==> src/rtl/sync_mod_counter_pkg.sv <==
// Shared types and constants for sync_mod_counter.
// Latency: n/a (declarations only).
// Backpressure: n/a.
//
// Contents: count direction enum and the encodings for the per-cycle
// update-select mux in the top level.
package sync_mod_counter_pkg;

  typedef enum logic {
    DIR_DOWN = 1'b0,
    DIR_UP   = 1'b1
  } count_dir_e;

  // Update-select encodings, listed in priority order (highest first).
  localparam int SEL_W = 3;
  localparam logic [SEL_W-1:0] SEL_RST   = 3'd0;
  localparam logic [SEL_W-1:0] SEL_CLR   = 3'd1;
  localparam logic [SEL_W-1:0] SEL_LOAD  = 3'd2;
  localparam logic [SEL_W-1:0] SEL_COUNT = 3'd3;
  localparam logic [SEL_W-1:0] SEL_HOLD  = 3'd4;

endpackage

==> src/rtl/sync_mod_counter_next.sv <==
// Next-count and terminal-count logic for sync_mod_counter (purely combinational).
// Latency: 0 cycles.
// Backpressure: none; the caller decides whether the computed value is used.
//
// Ports:
//   q            in   current counter value
//   up           in   1: count up, 0: count down
//   mod_max      in   effective terminal value (mod_val or all-ones)
//   q_inc_or_dec out  value q would take on a counting edge
//   wrap_evt     out  a counting edge from this q would wrap
//   tc           out  terminal-count flag for the current direction
module sync_mod_counter_next
  import sync_mod_counter_pkg::*;
#(
  parameter int WIDTH = 4
) (
  input  logic [WIDTH-1:0] q,
  input  logic             up,
  input  logic [WIDTH-1:0] mod_max,
  output logic [WIDTH-1:0] q_inc_or_dec,
  output logic             wrap_evt,
  output logic             tc
);

  localparam logic [WIDTH-1:0] ZERO     = '0;
  localparam logic [WIDTH-1:0] ALL_ONES = '1;
  localparam logic [WIDTH-1:0] ONE      = {{(WIDTH-1){1'b0}}, 1'b1};

  count_dir_e dir;
  assign dir = count_dir_e'(up);

  always_comb begin
    q_inc_or_dec = q;
    wrap_evt     = 1'b0;
    tc           = 1'b0;
    if (dir == DIR_UP) begin
      tc = (q == mod_max);
      // All-ones is only reachable above mod_max (after a load or a
      // mod_val change); wrapping there keeps the counter from going
      // past the register width silently.
      wrap_evt     = tc || (q == ALL_ONES);
      q_inc_or_dec = wrap_evt ? ZERO : (q + ONE);
    end else begin
      tc           = (q == ZERO);
      wrap_evt     = tc;
      // Values above mod_max simply decrement back into range.
      q_inc_or_dec = tc ? mod_max : (q - ONE);
    end
  end

endmodule

==> src/rtl/sync_mod_counter.sv <==
// Parametrised up/down modulo counter with clear, load, cascade enables and wrap/overflow flags.
// Latency: 1 cycle from inputs to q/wrap/ovf; tc and rco are combinational from q, up, mod_val, ent.
// Backpressure: none; enp & ent gate counting, stages cascade via rco -> next ent.
//
// Ports:
//   clk, rst         clock and synchronous active-high reset
//   clr, load, din   synchronous clear to RESET_VALUE / parallel load
//   enp, ent         count enables (ent also gates rco)
//   up, mod_val      direction and terminal count (mod_val used when MODULUS_EN=1)
//   q, tc, rco       counter value, terminal-count flag, ripple carry
//   wrap, ovf        registered wrap pulse and sticky overflow; ovf_clr clears ovf
module sync_mod_counter
  import sync_mod_counter_pkg::*;
#(
  parameter int               WIDTH       = 4,
  parameter int               MODULUS_EN  = 1,
  parameter logic [WIDTH-1:0] RESET_VALUE = '0
) (
  input  logic             clk,
  input  logic             rst,
  input  logic             clr,
  input  logic             load,
  input  logic [WIDTH-1:0] din,
  input  logic             enp,
  input  logic             ent,
  input  logic             up,
  input  logic [WIDTH-1:0] mod_val,
  output logic [WIDTH-1:0] q,
  output logic             rco,
  output logic             tc,
  output logic             wrap,
  output logic             ovf,
  input  logic             ovf_clr
);

  logic [WIDTH-1:0] q_q, q_d;
  logic             wrap_q, wrap_d;
  logic             ovf_q, ovf_d;

  logic [WIDTH-1:0] mod_max;
  logic [WIDTH-1:0] q_next_cnt;
  logic             wrap_evt;
  logic             tc_int;
  logic [SEL_W-1:0] sel;

  assign mod_max = (MODULUS_EN != 0) ? mod_val : {WIDTH{1'b1}};

  sync_mod_counter_next #(
    .WIDTH(WIDTH)
  ) u_next (
    .q            (q_q),
    .up           (up),
    .mod_max      (mod_max),
    .q_inc_or_dec (q_next_cnt),
    .wrap_evt     (wrap_evt),
    .tc           (tc_int)
  );

  // Priority select: rst > clr > load > count > hold.
  always_comb begin
    sel = SEL_HOLD;
    if (rst)             sel = SEL_RST;
    else if (clr)        sel = SEL_CLR;
    else if (load)       sel = SEL_LOAD;
    else if (enp && ent) sel = SEL_COUNT;
  end

  always_comb begin
    q_d    = q_q;
    wrap_d = 1'b0;
    ovf_d  = ovf_q;
    case (sel)
      SEL_RST: begin
        q_d   = RESET_VALUE;
        ovf_d = 1'b0;
      end
      SEL_CLR:   q_d = RESET_VALUE;
      SEL_LOAD:  q_d = din;
      SEL_COUNT: begin
        q_d    = q_next_cnt;
        wrap_d = wrap_evt;
      end
      default:   q_d = q_q;
    endcase
    // Setting wins over a simultaneous ovf_clr so no wrap is ever lost.
    if (sel != SEL_RST) begin
      if (wrap_d)       ovf_d = 1'b1;
      else if (ovf_clr) ovf_d = 1'b0;
    end
  end

  always_ff @(posedge clk) begin
    if (rst) begin
      q_q    <= RESET_VALUE;
      wrap_q <= 1'b0;
      ovf_q  <= 1'b0;
    end else begin
      q_q    <= q_d;
      wrap_q <= wrap_d;
      ovf_q  <= ovf_d;
    end
  end

  assign q    = q_q;
  assign tc   = tc_int;
  assign rco  = ent & tc_int;
  assign wrap = wrap_q;
  assign ovf  = ovf_q;

endmodule

==> config.mk <==
export PLATFORM = sky130hd
export DESIGN_NAME = sync_mod_counter
export DESIGN_NICKNAME = d
export VERILOG_FILES = /design/src/rtl/sync_mod_counter_pkg.sv /design/src/rtl/sync_mod_counter_next.sv /design/src/rtl/sync_mod_counter.sv
export SDC_FILE = /design/constraint.sdc
export NUM_CORES = 1
export LEC_CHECK = 0
export ABC_AREA = 1
export CAP_MARGIN = 20
export CORE_AREA = 2 2 39 41
export DETAILED_ROUTE_END_ITERATION = 8
export DIE_AREA = 0 0 41 43
export DONT_BUFFER_PORTS = 1
export HOLD_SLACK_MARGIN = 0.08
export SLEW_MARGIN = 20
export SYNTH_ARGS = -nofsm -noshare
export SYNTH_HDL_FRONTEND = slang
export SYNTH_SLANG_ARGS = --single-unit
==> constraint.sdc <==
create_clock -name clk -period 3 [get_ports clk]
set_input_delay 0.6 -clock clk [delete_from_list [all_inputs] [get_ports clk]]
set_output_delay 0.6 -clock clk [all_outputs]
set_load 0.005 [all_outputs]
Yosys cells after proc, flatten, opt, wreduce, memory -nomap -nowiden. Index checks and enable logic that the tools add are counted. W data, S select, Z words.

Add/sub/neg operators: 2. Equality and inequality tests: 5. Mux-type cells: 15. Bitwise logic cells: 1. Reductions and logical operators: 7.

Operators by type and width (number): $mux W3 (4); $mux W4 (3); $pmux W4 S3 (1); $mux W1 (7); $eq A3 B2 Y1 const B (2); $reduce_bool A3 Y1 (2); $add A4 B1 Y4 const B (1); $eq A4 B4 Y1 (1); $eq A4 B4 Y1 const B (1); $logic_not A4 Y1 (1); $sub A4 B1 Y4 const B (1); $eq A3 B1 Y1 const B (1); $logic_not A3 Y1 (1); $reduce_or A2 Y1 (1); $and A1 B1 Y1 (1); $logic_and A1 B1 Y1 (1); $logic_or A1 B1 Y1 (1).

Bits in registers: 6. Bits of input ports: 16. Word-level logic and storage cells: 33.

Depth between registers and ports, before layout. Gate-level depths: netlist of the first run.

Word-level depth: 10. Depth in mapped cells: 11.

Cells and area by module. Synthesis of the first run repeated with hierarchy kept, for this count alone.

Cells, all modules: 109. Area total of the unflattened synthesis: 635.6 µm².

By module, submodules not included: sync_mod_counter_next (instances 1, cells each 72, area an instance 350.3 µm², seq. area each 0.0 µm²); sync_mod_counter (instances 1, cells each 37, area an instance 285.3 µm², seq. area each 120.1 µm²).

Worst setup path after synthesis of the first run. No wires, ideal clock.

Path kind: input port to output port. From: in mod_val[1]. To: out rco. Arrival time: 1.136 ns. Data required time: 2.400 ns. Slack: 1.264 ns. Cell stages on the path: 6. Path buffers: 0. Path through: inv_1 nand2_1 nand2_1 nor2_1 nand3_1 a21boi_0.

Word-level cells in the longest chain between the ends: 3.

RTL lines: start, declared (RTL line sync_mod_counter.sv:27) `input logic [WIDTH-1:0] mod_val,`; $eq A4 B4 Y1 (RTL line sync_mod_counter_next.sv:37) `tc = (q == mod_max);`; $mux W1 (RTL line sync_mod_counter_next.sv:36) `if (dir == DIR_UP) begin`; $and A1 B1 Y1 (RTL line sync_mod_counter.sv:106) `assign rco = ent & tc_int;`; end, declared (RTL line sync_mod_counter.sv:29) `output logic rco,`.

No other way between the ends.

Worst setup path in the final report of the first run.
From: reg q_q[1] (netlist: q[1]). To: out rco.

Word-level cells in the longest chain between the ends: 3.

RTL lines: start, declared (RTL line sync_mod_counter.sv:36) `logic [WIDTH-1:0] q_q, q_d;`; start signal, assigned (RTL line sync_mod_counter.sv:98) `q_q <= q_d;`; $eq A4 B4 Y1 / $logic_not A4 Y1 (equally long branches) (RTL line sync_mod_counter_next.sv:37, sync_mod_counter_next.sv:44); $mux W1 (*) (RTL line sync_mod_counter_next.sv:36); $and A1 B1 Y1 (*) (RTL line sync_mod_counter.sv:106).

Mark *: on every way between the ends. The rest lies on a longest branch, timed or not.

==> results of run 1 <==
## flip-flops by register name, summed over array words and instances, names as in the netlist
| signal | flops |
|---|---|
| wrap | 1 |
| q | 4 |
| ovf | 1 |
## kinds of logic (layout without fill, tap and decap cells)
family	Yosys count	after routing	share of synthesized area, %
flops	6	6	21.1
buf+inv	17	19	12.5
simple gates	67	67	54.2
fa+ha+maj	2	2	4.39
compound gates	8	8	7.89
## per-layer routing
layer / vias to the layer above / GRT usage, %
met5: - / 0
met4: 0 / 12.0
met3: 4 / 3.66
met1: 232 / 18.6
met2: 18 / 27.5
li1: 316 / -
## power by group through the flow
stage	clock network, uW	logic (uW)	registers, uW
after floorplan	0	36.2	87.5
after global placement	0	40.0	89.8
after detailed placement	0	40.3	89.7
after CTS	77.0	40.5	88.2
after global routing	83.9	46.8	88.6
final	74.2	39.9	88.2
## cell type report
cell class	count	area share [%]
Inverter	16	9.98
Multi-Input combinational cell	77	63.0
Tap cell	16	3.33
Sequential cell	6	20.0
Clock buffer	3	3.74
## worst max-delay path, cell delays in order, from the launching register on
cell and delay [ps]:
dfxtp_1 370, inv_1 120, ha_1 200, nand2_1 110, nor2_2 130, nand2_1 140
a21boi_0 250
## per-stage QoR
stage / hold WS, ps / area [um^2]
floorplan: 543 / 571
global placement: 578 / 579
detailed placement: 583 / 579
CTS: 524 / 602
global route: 523 / 602
finish: 527 / 602
## worst paths after layout
path / startpoint / to / slack (ps) / depth (start not counted)
max: q[1] / rco / 840 / 6
min: load / q[2] / 530 / 2
max reg2reg: q[1] / q[0] / 1510 / 8
min reg2reg: ovf / ovf / 580 / 2
## layout by cell type, fill, tap and decap left out
master    count
nor2_2        3
nor3b_2       1
a21boi_0      1
or3b_2        1
nand3b_1      2
inv_1        14
nand2_1      38
inv_2         2
dfxtp_1       6
nand4_1       1
o21ai_0       5
o211ai_1      1
nor3_4        1
nor2_1       10
clkbuf_4      3
a21oi_1       1
nand3_1       9
ha_1          2
nand2_2       1
==> impl_results.md, run 1 <==
* Status: finished clean
* Slew @ Worst Pin at 361 ps
* Post-synth ARST share at 0%
* Die area at 1760 um^2
* Number of synthesized register bits at 6
* Dpl cells at 115
* Slew HR at 75.9%
* Fillers at 167
* Mapped Area at 571 um^2
* Post-synth EDFFs at 0
* RSZ-0062 raised after global routing: no
* Pint at 143 uW
* Aggregate global-route resource usage at 17.2%
* Post-detail-place hpwl at 998 um
* DP Worst Slack at 1080 ps
* Worst Path Arrival at 1560 ps
* Most numerous cell in the Yosys netlist: nand2_1
* Via/cell ratio at 4.83
* Initial antenna violation count at 0
* Longest Clk Path Bufs at 2
* Post-route ant nets at 0
* Net Sw Frac at 29.1%
* Top post-synthesis cells by count: nand2_1 (38), inv_1 (14), nor2_1 (10), nand3_1 (9), dfxtp_1 (6)
* Setup violators final at 0
* Total power at 202 uW
* Vias at 570
* Multi-input gate area at 379 um^2
* GPL Wtd Cong at 0.723
* N_diodes at 0
* Routed len/inst at 10.2 um
* Post-route minimum period at 2160 ps
* Grt total ovfl at 0
* Metal-1 WL at 528 um
* Max cap viols at 0
* Root buffer cell: clkbuf_4
* Routed WL at 1210 um
* Post-CTS Hold Buffers at 0
* Final Slew Violations at 0
* PostCTS Resize Cnt at 0
* Seq. cell area at 120 um^2
* Fraction of layout cells with a size suffix above 1 at 11.8%
* Net count, final at 122
* Main synth FF type: dfxtp_1
* Seq pwr share at 43.6%
* HP Class: primary input to register
* Initial Utilization at 41.2%
* Seq/Total Area, Yosys at 21.1%
* Ports at 24
* Synth area leader: nand2_1
* Syn avg cell area at 5.71 um^2
* H-tree Lvls at 1
* Drt first pass iters at 4
* Worst setup EP type: output pin
* Critical path type: register to output pin
* Pwr Density at 336 nW/um^2
* Top sig layer: met4
* Maximum clock frequency at 463 MHz
* Final Worst Setup Slack at 840 ps
* Finished Core Util at 43.5%
* Logic gate share of total power at 19.7%
* Syn_nets at 118
* CP Max Fanout at 6
* Die H at 43 um
* Core footprint at 1380 um^2
* CTS tree: yes
* Leakage at 0.000329 uW
* Net Switching at 58.9 uW
* TNS Setup at 0 ps
* Worst setup SP type: register
* Clk pwr share at 36.7%
* Postcts setup bufs at 0
* Number of library cell types mapped by synthesis at 19
* I/O Buffers at 0
* Worst skew pair latency at 240 ps
* Area growth, synth to finish at 5.48%
* Fin cells at 118
* Yosys warns at 0
* Largest net degree at the start of global routing at 11
* Worst EP required at 2400 ps
* CTS sink cnt at 6
* Tcrit/Tclk final at 72.0%
* Clk_skew at 1.53 ps
* DRC errors left at 0
* Num rows at 14
* Final hold violations at 0
* Routed length on met3 at 70 um
* Met2 wire len at 574 um
* Iter 0 DRT Violations at 17
* Die Wd at 41 um
* First-pass GRT wire length at 2020 um
* CTS buffer count at 3
* Area share of the largest cell type after synthesis at 25.0%
* Peak supply drop at 0.000211 V
* Syn Inst Count at 100
* Clock slew at reported path FFs at 40 ps
* Number of global-route vias before repair at 537
* Synth top area cells: nand2_1 (25%), dfxtp_1 (21%), inv_1 (9.2%), nand3_1 (7.9%), nor2_1 (6.6%)
(Power assumes the default switching activity.)
==> run 2: changes to the inputs <==
- clock period: 3 -> 1.8 ns (I/O delays scaled with it)
==> impl_results.md, run 2 (synthesized netlist as in run 1, its figures left out) <==
* Status: finished clean
* Total power at 353 uW (+75%)
* Commonest non-fill, non-tap cell in the layout: nand2_1
* Worst setup SP type: register
* Metal-1 WL at 563 um (+6.6%)
* Clk pwr share at 35.8% (-0.9 points)
* Critical path type: register to output pin
* Vias at 589 (+3.3%)
* CTS tree: yes
* Seq pwr share at 40.3% (-3.3 points)
* Seq. cell area at 121 um^2 (+1.0%)
* Num rows at 14 (unchanged)
* Net Switching at 105 uW (+78%)
* TNS Setup at 0 ps (unchanged)
* Worst setup EP type: output pin
* First-pass GRT wire length at 2060 um (+2.1%)
* GPL Wtd Cong at 0.797 (+10%)
* Crit-path slowest cell: dfxtp_1
* Routed WL at 1290 um (+6.7%)
* Routed len/inst at 10.6 um (+3.2%)
* Fillers at 151 (-9.6%)
* Final hold violations at 0 (unchanged)
* Fraction of layout cells with a size suffix above 1 at 20.8% (+9.0 points)
* HP Class: primary input to register
* DRC errors left at 0 (unchanged)
* Post-route minimum period at 1690 ps
* Drt first pass iters at 4 (unchanged)
* Leakage at 0.000350 uW (+6.3%)
* Via/cell ratio at 4.83 (about the same)
* Max reg flops at 4 (unchanged)
* Die area at 1760 um^2 (unchanged)
* Net Sw Frac at 29.7% (+0.61 points)
* Clock slew at reported path FFs at 50 ps (about the same)
* Post-detail-place hpwl at 1030 um (+3.6%)
* Area growth, synth to finish at 12.9%
* Post-route ant nets at 0 (unchanged)
* CP Cell Sequence: inv_2 -> ha_2 -> nand2_2 -> nor2_2 -> nand2_2 -> a21boi_2
* Routed length on met3 at 73 um (+4.3%)
* Dpl cells at 118 (+2.6%)
* RSZ-0062 raised after global routing: no
* Worst Path Arrival at 1330 ps (-230 ps)
* Peak supply drop at 0.000346 V (+64%)
* Root buffer cell: clkbuf_4
* Initial antenna violation count at 0 (unchanged)
* Slew @ Worst Pin at 262 ps (-98.5 ps)
* Iter 0 DRT Violations at 11 (-6)
* Largest net degree at the start of global routing at 9 (-2)
* Cell repeated most along the worst path: nand2_2
* Grt total ovfl at 0 (unchanged)
* Worst EP required at 1440 ps (-960 ps)
* Largest stage delay on the critical path at 310 ps (-60 ps)
* Clk_skew at 0.769 ps (-0.757 ps)
* Fin cells at 122 (+3.4%)
* H-tree Lvls at 1 (unchanged)
* CTS buffer count at 3 (unchanged)
* CP Max Fanout at 4 (-2)
* Final Slew Violations at 0 (unchanged)
* Finished Core Util at 46.6% (+3.1 points)
* CTS sink cnt at 6 (unchanged)
* Reg2Reg Depth at 9 (+1)
* Met2 wire len at 616 um (+7.3%)
* Most frequent cells in the layout: nand2_1 (36), inv_1 (13), nor2_1 (10), nand3_1 (9)
* Max cap viols at 0 (unchanged)
* I/O Buffers at 0 (unchanged)
* Ports at 24 (unchanged)
* Longest Clk Path Bufs at 2 (unchanged)
* Maximum clock frequency at 592 MHz
* Initial Utilization at 41.2% (unchanged)
* Tcrit/Tclk final at 93.9%
* Number of global-route vias before repair at 540 (+0.56%)
* Core footprint at 1380 um^2 (unchanged)
* Pint at 248 uW (+73%)
* Top sig layer: met4
* N_diodes at 0 (unchanged)
* Slew HR at 82.5% (+6.5 points)
* Hold path depth at 2 (unchanged)
* WHS at 285 ps (-242 ps)
* Aggregate global-route resource usage at 17.8% (+0.62 points)
* Multi-input gate area at 390 um^2 (+3.0%)
* Logic gate share of total power at 23.9% (+4.2 points)
* Pwr Density at 548 nW/um^2 (+63%)
* Setup violators final at 0 (unchanged)
* Net count, final at 126 (+3.3%)
* Die H at 43 um (unchanged)
* Die Wd at 41 um (unchanged)
* Worst skew pair latency at 250 ps (about the same)
==> run 2: metrics by stage <==
stage                     area, um^2  setup slack (ps)
after floorplan                  571               318
after global placement           602               217
after detailed placement         602               230
after CTS                        627              38.0
after global routing             644              8.17
final                            644               110
==> run 2: area by class of cell <==
cell class                 count  area share (%)
sequential                     6            18.8
tap                           16            3.11
timing repair buffer           4            4.66
multi-input combinational     77            60.6
clock buffer                   3            3.50
inverter                      16            9.32
==> run 2: path summary, 6_finish.rpt <==
path / start / end / slack [ps]
setup / recovery: q[0] / rco / 110
hold / removal: ovf_clr / ovf / 280
setup reg to reg: q[0] / q[0] / 290
hold reg to reg: q[2] / q[2] / 570
==> run 2: per-layer routing <==
layer | GRT usage, % | vias to the layer above
li1 | - | 323
met1 | 21.9 | 244
met2 | 25.6 | 18
met3 | 3.14 | 4
met4 | 14.0 | 0
met5 | 0 | -
==> run 2: power by group through the flow <==
stage,clock network (uW),registers [uW],logic [uW]
detailed placement,0,144,76.6
floorplan,0,146,60.4
finish,126,142,84.4
global placement,0,144,76.9
CTS,128,142,78.6
global route,142,143,98.5
==> run 2: critical path, delay by kind of cell (launching register included) <==
family	cells	cell delay [ps]
and+or+nand+nor	3	350
DFF	1	310
AOI/OAI and AO/OA	1	160
buffers and inverters	1	70
adders and majority gates	1	200
==> run 2: repair_timing <==
item	4_1_cts	5_1_grt
gates resized for setup	2	5
hold buffers	0	0
setup endpoints to repair	1	1
pin swaps	0	3
setup buffers	0	1
==> run 3: changes to the inputs <==
==> constraint.sdc (replaced) <==
create_clock -name clk -period 1.8 [get_ports clk]
set_input_delay 0.18 -clock clk [delete_from_list [all_inputs] [get_ports clk]]
set_output_delay 0.18 -clock clk [all_outputs]
set_load 0.005 [all_outputs]
==> impl_results.md, run 3 (synthesized netlist as in run 1, its figures left out) <==
* Area growth, synth to finish at 6.58%
* Max cap viols at 0 (unchanged)
* Die Wd at 41 um (unchanged)
* Slew HR at 75.5% (-7.0 points)
* Postcts setup bufs at 0 (unchanged)
* CTS tree: yes
* H-tree Lvls at 1 (unchanged)
* WHS at 90.9 ps (-194 ps)
* GPL Wtd Cong at 0.731 (-8.2%)
* Routed WL at 1220 um (-5.0%)
* CP Max Fanout at 6 (+2)
* RSZ-0062 raised after global routing: no
* Net count, final at 122 (-3.2%)
* Largest net degree at the start of global routing at 11 (+2)
* Grt total ovfl at 0 (unchanged)
* Critical path type: register to output pin
* Fraction of layout cells with a size suffix above 1 at 13.7% (-7.0 points)
* Tcrit/Tclk final at 91.2% (-2.6 points)
* Die H at 43 um (unchanged)
* I/O Buffers at 0 (unchanged)
* Seq. cell area at 120 um^2 (-1.0%)
* Die area at 1760 um^2 (unchanged)
* Longest Clk Path Bufs at 2 (unchanged)
* Aggregate global-route resource usage at 16.4% (-1.4 points)
* Worst Path Arrival at 1460 ps (+130 ps)
* First-pass GRT wire length at 1930 um (-6.7%)
* Via/cell ratio at 4.87 (+0.93%)
* Initial antenna violation count at 0 (unchanged)
* Pwr Density at 565 nW/um^2 (+3.1%)
* Post-route minimum period at 1640 ps (-47.3 ps)
* Post-route ant nets at 0 (unchanged)
* Post-detail-place hpwl at 1030 um (-0.69%)
* Status: finished clean
* HP Class: primary input to register
* Worst skew pair latency at 250 ps (about the same)
* Peak supply drop at 0.000305 V (-12%)
* Core footprint at 1380 um^2 (unchanged)
* Worst setup SP type: register
* Commonest non-fill, non-tap cell in the layout: nand2_1
* CTS buffer count at 3 (unchanged)
* Setup violators final at 0 (unchanged)
* N_diodes at 0 (unchanged)
* Multi-input gate area at 385 um^2 (-1.3%)
* Post-CTS Hold Buffers at 0 (unchanged)
* Most frequent cells in the layout: nand2_1 (37), inv_1 (14), nor2_1 (10), nand3_1 (9), dfxtp_1 (6)
* DRC errors left at 0 (unchanged)
* Root buffer cell: clkbuf_4
* Ports at 24 (unchanged)
* Clock slew at reported path FFs at 50 ps (about the same)
* Maximum clock frequency at 609 MHz (+2.9%)
* Num rows at 14 (unchanged)
* Leakage at 0.000330 uW (-5.6%)
* Max reg flops at 4 (unchanged)
* Final hold violations at 0 (unchanged)
* Vias at 575 (-2.4%)
* Routed len/inst at 10.4 um (-1.8%)
* TNS Setup at 0 ps (unchanged)
* Worst setup EP type: output pin
* CTS sink cnt at 6 (unchanged)
* Worst EP required at 1620 ps (+180 ps)
* Iter 0 DRT Violations at 5 (-6)
* Final Slew Violations at 0 (unchanged)
* Drt first pass iters at 5 (+1)
* Initial Utilization at 41.2% (unchanged)
* Clk_skew at 1.16 ps (+0.387 ps)
* Number of global-route vias before repair at 458 (-15%)
* Fillers at 157 (+4.0%)
* Slew @ Worst Pin at 367 ps (+105 ps)
[run 3: cell types whose count changed in the layout (fill, tap and decap cells not counted)]
cell,before,now
buf_4,4,0
inv_1,13,14
nand2_1,36,37
dfxtp_1,5,6
ha_2,1,0
ha_1,1,2
dfxtp_2,1,0
nand2_2,3,2
inv_2,3,2
[run 3: per-stage QoR]
step                      setup slack, ps  total power (uW)  cell area (um^2)  std cells  util [%]
after floorplan                       498               206               571        100         -
after global placement                333               216               579        115      41.9
after detailed placement              306               216               579        115      41.9
after CTS                            37.9               343               602        118      43.5
after global routing                 30.3               366               608        118      43.9
final                                 158               344               608        118      43.9
[run 3: per-layer routing]
layer | GRT usage (%) | routed length [um] | part of all wire, % | up-vias
met3 | 5.24 | 86 | 7.0 | 5
met1 | 20.8 | 528 | 43 | 235
met5 | 0 | 0 | 0 | -
met2 | 23.1 | 577 | 47 | 16
li1 | - | - | - | 319
met4 | 10.0 | 31 | 2.5 | 0
[run 3: cell type report]
class                      instances  area share, %
clock buffer                       3           3.70
inverter                          16           9.88
multi-input combinational         77           63.4
sequential                         6           19.8
tap                               16           3.29
[run 3: where the power goes]
part | internal (uW) | total [uW] | leakage [uW] | switching [uW]
Clock | 75.6 | 128 | 0.0000138 | 52.2
Combinational | 26.8 | 68.6 | 0.000267 | 41.8
Sequential | 138 | 147 | 0.0000488 | 9.28
Total | 240 | 344 | 0.000330 | 103
[run 3: final timing paths]
path                            depth (start not counted)  startpoint  slack, ps    to
worst max-delay path                                    6        q[1]        160   rco
worst min-delay path                                    2        load         90  q[2]
worst max register to register                          8        q[1]        350  q[0]
worst min register to register                          2         ovf        580   ovf
[run 3: timing repair]
action / in CTS / in global routing
hold endpoints to repair: 0 / 0
gates resized for setup: 0 / 3
endpoints found under the setup margin: 0 / 1
[run 3: worst max-delay path, cell delays in order, from the launching register on]
cell      delay [ps]
dfxtp_1          370
inv_1            120
ha_1             190
nand2_1          100
nor2_2           140
nand2_2          110
a21boi_2         180
